==> src/rtl/flappy_pkg.sv <==
// Shared constants and helpers for the flappy-bird game core.
package flappy_pkg;

   localparam int         ROWS      = 8;
   // Fibonacci taps for x^8+x^6+x^5+x^4+1 on a shift-left register: b7^b5^b4^b3.
   localparam logic [7:0] LFSR_TAPS = 8'hB8;
   localparam logic [7:0] LFSR_SEED = 8'hA5;
   localparam int         GAP_H     = 3;

   // Mask with gap_h consecutive ones starting at row gap_low (rows off the top are dropped).
   function automatic logic [ROWS-1:0] gap_mask(input logic [2:0] gap_low, input int gap_h);
      logic [ROWS-1:0] m;
      m = '0;
      for (int i = 0; i < ROWS; i++) begin
         if ((i >= int'(gap_low)) && (i < int'(gap_low) + gap_h)) begin
            m[i] = 1'b1;
         end else begin
            m[i] = 1'b0;
         end
      end
      return m;
   endfunction

   // Fold a 3-bit random value into 0..5 so a 3-row gap always fits in 8 rows.
   function automatic logic [2:0] fold_gap_low(input logic [2:0] raw);
      logic [2:0] g;
      if (raw < 3'd6) begin
         g = raw;
      end else begin
         g = raw - 3'd4;
      end
      return g;
   endfunction

endpackage

==> src/rtl/flappy_if.sv <==
// Game-side signal bundle: bird/pipe inputs from the matrix, timing and scoring outputs.
interface flappy_if;
   import flappy_pkg::*;

   logic [ROWS-1:0] bird_pos;
   logic [ROWS-1:0] pipe_col;
   logic [31:0]     divided_clocks;
   logic            tick;
   logic [ROWS-1:0] pattern;
   logic            lose;
   logic            pass;

   modport master (
      output bird_pos, pipe_col,
      input  divided_clocks, tick, pattern, lose, pass
   );

   modport slave (
      input  bird_pos, pipe_col,
      output divided_clocks, tick, pattern, lose, pass
   );
endinterface

==> src/rtl/flappy_game_core_clock_div_counter.sv <==
// Free-running 32-bit divider counter with a single-cycle game-step tick decode.
module clock_div_counter #(
   parameter int TICK_BIT = 20
) (
   input  logic        clk,
   input  logic        reset,
   input  logic        tick_en,
   output logic [31:0] count,
   output logic        tick
);

   // Pattern {1, TICK_BIT zeros}: the rising transition of bit TICK_BIT.
   localparam logic [TICK_BIT:0] TICK_MATCH = {{TICK_BIT{1'b0}}, 1'b1} << TICK_BIT;

   logic [31:0] count_r;

   // Counter advances every clock and wraps naturally at 2^32.
   always_ff @(posedge clk or negedge reset) begin
      if (!reset) begin
         count_r <= 32'd0;
      end else begin
         count_r <= count_r + 32'd1;
      end
   end

   // Tick decode is combinational so it lines up with the counter value.
   always_comb begin
      tick = 1'b0;
      if (tick_en && (count_r[TICK_BIT:0] == TICK_MATCH)) begin
         tick = 1'b1;
      end else begin
         tick = 1'b0;
      end
   end

   assign count = count_r;

endmodule

==> src/rtl/flappy_game_core.sv <==
// Flappy-bird core: timing, pipe column generation, collision and scoring.
module flappy_game_core
   import flappy_pkg::*;
#(
   parameter int         TICK_BIT    = 20,
   parameter int         PIPE_PERIOD = 4,
   parameter int         GAP_H       = 3,
   parameter logic [7:0] LFSR_SEED   = flappy_pkg::LFSR_SEED
) (
   input  logic     clk,
   input  logic     reset,
   flappy_if.slave  bus
);

   localparam int            CNT_W    = (PIPE_PERIOD > 1) ? $clog2(PIPE_PERIOD) : 1;
   localparam logic [CNT_W-1:0] COL_LAST = CNT_W'(PIPE_PERIOD - 1);

   logic [31:0]      div_count;
   logic             tick;
   logic [7:0]       lfsr_r, lfsr_nxt;
   logic [CNT_W-1:0] col_r, col_nxt;
   logic [ROWS-1:0]  pattern_r, pattern_nxt;
   logic [ROWS-1:0]  pipe_col_prev_r;
   logic             lose_r, lose_nxt;
   logic             pass_r, pass_nxt;
   logic             hit;
   logic             lfsr_fb;
   logic [2:0]       gap_low;

   // Ticks stop once the game is lost, which freezes everything driven by them.
   clock_div_counter #(.TICK_BIT(TICK_BIT)) u_div (
      .clk     (clk),
      .reset   (reset),
      .tick_en (!lose_r),
      .count   (div_count),
      .tick    (tick)
   );

   // Next-state logic for the pipe generator, collision flag and pass pulse.
   always_comb begin
      lfsr_nxt    = lfsr_r;
      col_nxt     = col_r;
      pattern_nxt = pattern_r;
      lfsr_fb     = ^(lfsr_r & LFSR_TAPS);
      gap_low     = fold_gap_low(lfsr_r[2:0]);
      hit         = ((bus.bird_pos & bus.pipe_col) != '0) || (bus.bird_pos == '0);
      if (tick) begin
         lfsr_nxt = {lfsr_r[6:0], lfsr_fb};
         if (col_r == COL_LAST) begin
            col_nxt = '0;
         end else begin
            col_nxt = col_r + CNT_W'(1);
         end
         if (col_r == '0) begin
            pattern_nxt = 8'hFF & ~gap_mask(gap_low, GAP_H);
         end else begin
            pattern_nxt = 8'h00;
         end
      end else begin
         lfsr_nxt    = lfsr_r;
         col_nxt     = col_r;
         pattern_nxt = pattern_r;
      end
      lose_nxt = lose_r | hit;
      // A hit in the same cycle as a clean pass suppresses the pass.
      pass_nxt = !lose_r && !hit && (pipe_col_prev_r != '0) && (bus.pipe_col == '0);
   end

   // State and registered outputs.
   always_ff @(posedge clk or negedge reset) begin
      if (!reset) begin
         lfsr_r          <= LFSR_SEED;
         col_r           <= '0;
         pattern_r       <= '0;
         pipe_col_prev_r <= '0;
         lose_r          <= 1'b0;
         pass_r          <= 1'b0;
      end else begin
         lfsr_r          <= lfsr_nxt;
         col_r           <= col_nxt;
         pattern_r       <= pattern_nxt;
         pipe_col_prev_r <= bus.pipe_col;
         lose_r          <= lose_nxt;
         pass_r          <= pass_nxt;
      end
   end

   assign bus.divided_clocks = div_count;
   assign bus.tick           = tick;
   assign bus.pattern        = pattern_r;
   assign bus.lose           = lose_r;
   assign bus.pass           = pass_r;

endmodule

==> src/flat_wrapper.sv <==
// flat-port wrapper written by rule: the top's interface ports become plain ports
module flappy_game_core_flat import flappy_pkg::*;
#(
   parameter int         TICK_BIT    = 20,
   parameter int         PIPE_PERIOD = 4,
   parameter int         GAP_H       = 3,
   parameter logic [7:0] LFSR_SEED   = flappy_pkg::LFSR_SEED
)
  (clk, reset, bus_bird_pos, bus_pipe_col, bus_divided_clocks, bus_tick, bus_pattern, bus_lose, bus_pass);
  flappy_if bus_i ();
  input  logic clk;
  input  logic reset;
  input wire logic [$bits(bus_i.bird_pos)-1:0] bus_bird_pos;
  input wire logic [$bits(bus_i.pipe_col)-1:0] bus_pipe_col;
  output wire logic [$bits(bus_i.divided_clocks)-1:0] bus_divided_clocks;
  output wire logic [$bits(bus_i.tick)-1:0] bus_tick;
  output wire logic [$bits(bus_i.pattern)-1:0] bus_pattern;
  output wire logic [$bits(bus_i.lose)-1:0] bus_lose;
  output wire logic [$bits(bus_i.pass)-1:0] bus_pass;
  assign bus_i.bird_pos = bus_bird_pos;
  assign bus_i.pipe_col = bus_pipe_col;
  assign bus_divided_clocks = bus_i.divided_clocks;
  assign bus_tick = bus_i.tick;
  assign bus_pattern = bus_i.pattern;
  assign bus_lose = bus_i.lose;
  assign bus_pass = bus_i.pass;
  flappy_game_core #(.TICK_BIT(TICK_BIT), .PIPE_PERIOD(PIPE_PERIOD), .GAP_H(GAP_H), .LFSR_SEED(LFSR_SEED)) u_core (.clk(clk), .reset(reset), .bus(bus_i));
endmodule
==> config.mk <==
export PLATFORM = sky130hd
export DESIGN_NAME = flappy_game_core_flat
export DESIGN_NICKNAME = d
export VERILOG_FILES = /design/src/rtl/flappy_pkg.sv /design/src/rtl/flappy_if.sv /design/src/rtl/flappy_game_core_clock_div_counter.sv /design/src/rtl/flappy_game_core.sv /design/src/flat_wrapper.sv
export SDC_FILE = /design/constraint.sdc
export NUM_CORES = 1
export LEC_CHECK = 0
export BUFFER_PORTS_ARGS = -buffer_cell sky130_fd_sc_hd__buf_2
export CORE_MARGIN = 1
export CORE_UTILIZATION = 50
export CTS_BUF_LIST = sky130_fd_sc_hd__clkbuf_2
export CTS_CLUSTER_DIAMETER = 60
export DETAILED_ROUTE_END_ITERATION = 10
export PLACE_DENSITY = 0.77
export SLEW_MARGIN = 10
export SYNTH_ARGS = -nofsm -noshare
export SYNTH_HDL_FRONTEND = slang
export SYNTH_SLANG_ARGS = --single-unit
==> constraint.sdc <==
create_clock -name clk -period 1.9 [get_ports clk]
set_input_delay 0.095 -clock clk [delete_from_list [all_inputs] [get_ports clk]]
set_output_delay 0.095 -clock clk [all_outputs]
set_load 0.01 [all_outputs]
==> results.json <==
{
  "fp.dieH_um": 76.2,
  "cts_inserted_buffers": 9,
  "ys_seq_area_frac": 0.548,
  "reg2reg_setup_slack_ns": 0.08,
  "wl_per_cell_um": 14.7,
  "worstHoldPathType": "input port to flip-flop",
  "root_buffer": "clkbuf_2",
  "nNetsFinal": 354,
  "placementRows": 26,
  "worstPathMaxFanout": 17,
  "rr_endpoint": "u_core.col_r[1]",
  "dpl_cell_area_mm2": 0.00324,
  "worstSetupPathType": "flip-flop to flip-flop",
  "die_area_mm2": 0.00580,
  "drive_above_1_share": 0.374,
  "syn-cell-area_mm2": 0.00275,
  "synthesis.nets": 250,
  "worstHoldStart": "bus_bird_pos[7]",
  "syn-instance-count": 225,
  "final_cells": 404,
  "synth_ff_type": "dfrtp_1",
  "antenna_found_initial": 0,
  "final-hold-violation-count": 0,
  "async_flop_share": 1.00,
  "io_buffers": 60,
  "maxCapViolCount": 0,
  "h-tree-depth": 3,
  "drc": 0,
  "place.gp.congestion": 0.820,
  "final_util": 0.684,
  "wl_mm": 5.92,
  "ios": 61,
  "power_density_mw_per_mm2": 567,
  "grt_pass1_vias": 2075,
  "area_delta_synth_final_pct": 29.5,
  "start_util": 0.529,
  "routed_via_density": 5.27,
  "overflow": 0,
  "max_freq_mhz": 549,
  "crit_path_end_kind": "flip-flop",
  "dp.cells": 366,
  "yosysWarnings": 0,
  "peakVddDrop_uv": 358,
  "worst_pin_slew_ns": 0.433,
  "drt_iter0_markers": 152,
  "leakagePower_nw": 1.76,
  "reg2reg_depth": 6,
  "synth_area_per_cell_um2": 12.2,
  "finalCritPeriodShare": 0.959,
  "slew_violations": 0,
  "clock_sinks": 60,
  "antenna_cells": 0,
  "rsz0062_at_grt": "true",
  "synth_seq_cells": 60,
  "cp_data_arrival_time_ns": 2.19,
  "dr.pass1.iters": 6,
  "design_area_mm2": 0.00356,
  "whs_path_depth": 4,
  "period_needed_ns": 1.82,
  "antenna_left": 0,
  "setup_violations": 0,
  "r2r_start": "u_core.u_div.count[5]",
  "cts_buffer_depth": 2,
  "grt_pass1_wl_mm": 9.98,
  "place_hpwl_mm": 3.72,
  "clk_latency_ns": 0.47,
  "grt_max_degree": 61,
  "finalPower_mw": 2.02,
  "tritoncts": "built",
  "grt_use_total": 0.222,
  "synth_edf_count": 0,
  "die_w_um": 76.2,
  "outcome": "completed",
  "hold_end": "u_core.bus.lose",
  "synth_cell_types": 35,
  "slew_headroom": 0.708,
  "cp-start-kind": "flip-flop",
  "skew_ns": 0.0201,
  "placeableCoreArea_mm2": 0.00520,
  "vias": 2130,
  "worstPathRequired_ns": 2.27,
  "clk_pin_slew_worst_paths_ns": 0.18
}
## power by group
part	switching [mW]	internal, mW	leakage (nW)
Sequential	0.00228	1.29	0.782
Combinational	0.0472	0.0422	0.923
Clock	0.476	0.164	0.0589
Total	0.525	1.49	1.76
## placed cells by master, fill, tap and decap left out, drive strengths merged, types with 2 or more instances in the layout
cell         count
nand3           16
a21oi            3
dlygate4sd3     14
nand2           15
nor2            10
nor3             3
and3             5
ha               7
xor2             8
xnor2           25
clkinv           5
a21boi           3
mux2i            6
dfrtp           56
nand4            9
clkbuf          10
buf             81
dfstp            4
nor2b            3
mux2            13
nor4            12
a22oi            2
o21ai            2
a211oi           2
inv             12
## how the worst max path moves through the flow
stage | from | to | slack, ns | cells after the start
after floorplan | u_core.u_div.count[8] | u_core.bus.pattern[2] | 0.07 | 5
after global placement | u_core.u_div.count[18] | u_core.lfsr_r[6] | 0.17 | 5
after detailed placement | u_core.u_div.count[18] | u_core.lfsr_r[4] | 0.08 | 5
after CTS | u_core.u_div.count[9] | bus_tick | 0.003 | 4
after global routing | u_core.u_div.count[7] | bus_tick | -0.05 | 4
final | u_core.u_div.count[5] | u_core.col_r[1] | 0.08 | 6
## sequential cells by signal, indices dropped and copies added, names as in the netlist
| signal | flops |
|---|---|
| u_core.u_div.count | 32 |
| u_core.bus.pattern | 8 |
| u_core.lfsr_r | 8 |
| u_core.pipe_col_prev_r | 8 |
| u_core.col_r | 2 |
| u_core.bus.lose | 1 |
| u_core.bus.pass | 1 |
## logic make-up (layout without fill, tap and decap cells)
group | Yosys count | in the layout | synth area share
xor gates and xnor gates | 33 | 33 | 0.105
AOI/OAI and AO/OA | 15 | 15 | 0.0373
muxes | 19 | 19 | 0.0805
DFF | 60 | 60 | 0.548
adders and majority gates | 7 | 7 | 0.0318
buffers and inverters | 14 | 123 | 0.0250
and+or+nand+nor | 77 | 77 | 0.173
## timing repair
item | 4_1_cts | 5_1_grt
hold buffers | 14 | 0
endpoints found under the hold margin | 70 | 0
setup endpoints to repair | 1 | 11
pin swaps | 3 | 5
buffers inserted | 3 | 5
gates resized for setup | 3 | 8
## through the flow
step / hold WS [ns] / setup slack [ns] / setup TNS (ns)
2_1_floorplan: -0.201 / 0.0702 / 0
3_3_place_gp: 0.124 / 0.168 / 0
3_5_place_dp: 0.130 / 0.0819 / 0
4_1_cts: 0.0386 / 0.00329 / 0
5_1_grt: 0.0541 / -0.0467 / -0.101
6_report: 0.0723 / 0.0774 / 0
## cells in the mapped netlist, types with 2 or more instances
library cell / instances / area [um2]
nand3_1: 16 / 80.1
nor4_2: 2 / 25.0
nor3_1: 2 / 10.0
xnor2_1: 25 / 219
dfstp_2: 4 / 105
ha_1: 7 / 87.6
mux2i_1: 6 / 60.1
mux2_4: 4 / 60.1
nor2b_1: 3 / 18.8
mux2_2: 9 / 101
nor4_4: 2 / 42.5
dfrtp_1: 56 / 1400
xor2_1: 8 / 70.1
nor4_1: 8 / 50.1
a21oi_1: 3 / 15.0
and3_1: 5 / 31.3
o21ai_0: 2 / 10.0
nand2_1: 15 / 56.3
a22oi_1: 2 / 15.0
nor2_1: 10 / 37.5
a211oi_1: 2 / 15.0
inv_1: 12 / 45.0
nand4_1: 8 / 50.1
a21boi_0: 3 / 22.5
## worst max-delay path, stage by stage, from the launching register on
cell and delay (ns):
dfrtp_2 0.50, nor4_2 0.23, nand2_1 0.12, buf_4 0.16, nor3_4 0.19, buf_12 0.20
mux2_4 0.31
## final cells by class
type	count	area [um2]
Fill cell	426	1640
Sequential cell	60	1510
Multi-Input combinational cell	151	1210
Timing Repair Buffer	95	623
Tap cell	70	87.6
Clock buffer	10	50.0
Inverter	12	45.0
Clock inverter	6	31.3
## per-layer routing
layer | wire length [um] | GRT usage
met1 | 2590 | 0.283
met2 | 2950 | 0.359
met3 | 293 | 0.0575
met4 | 85 | 0.0962
met5 | 0 | 0
(Power assumes the default switching activity.)
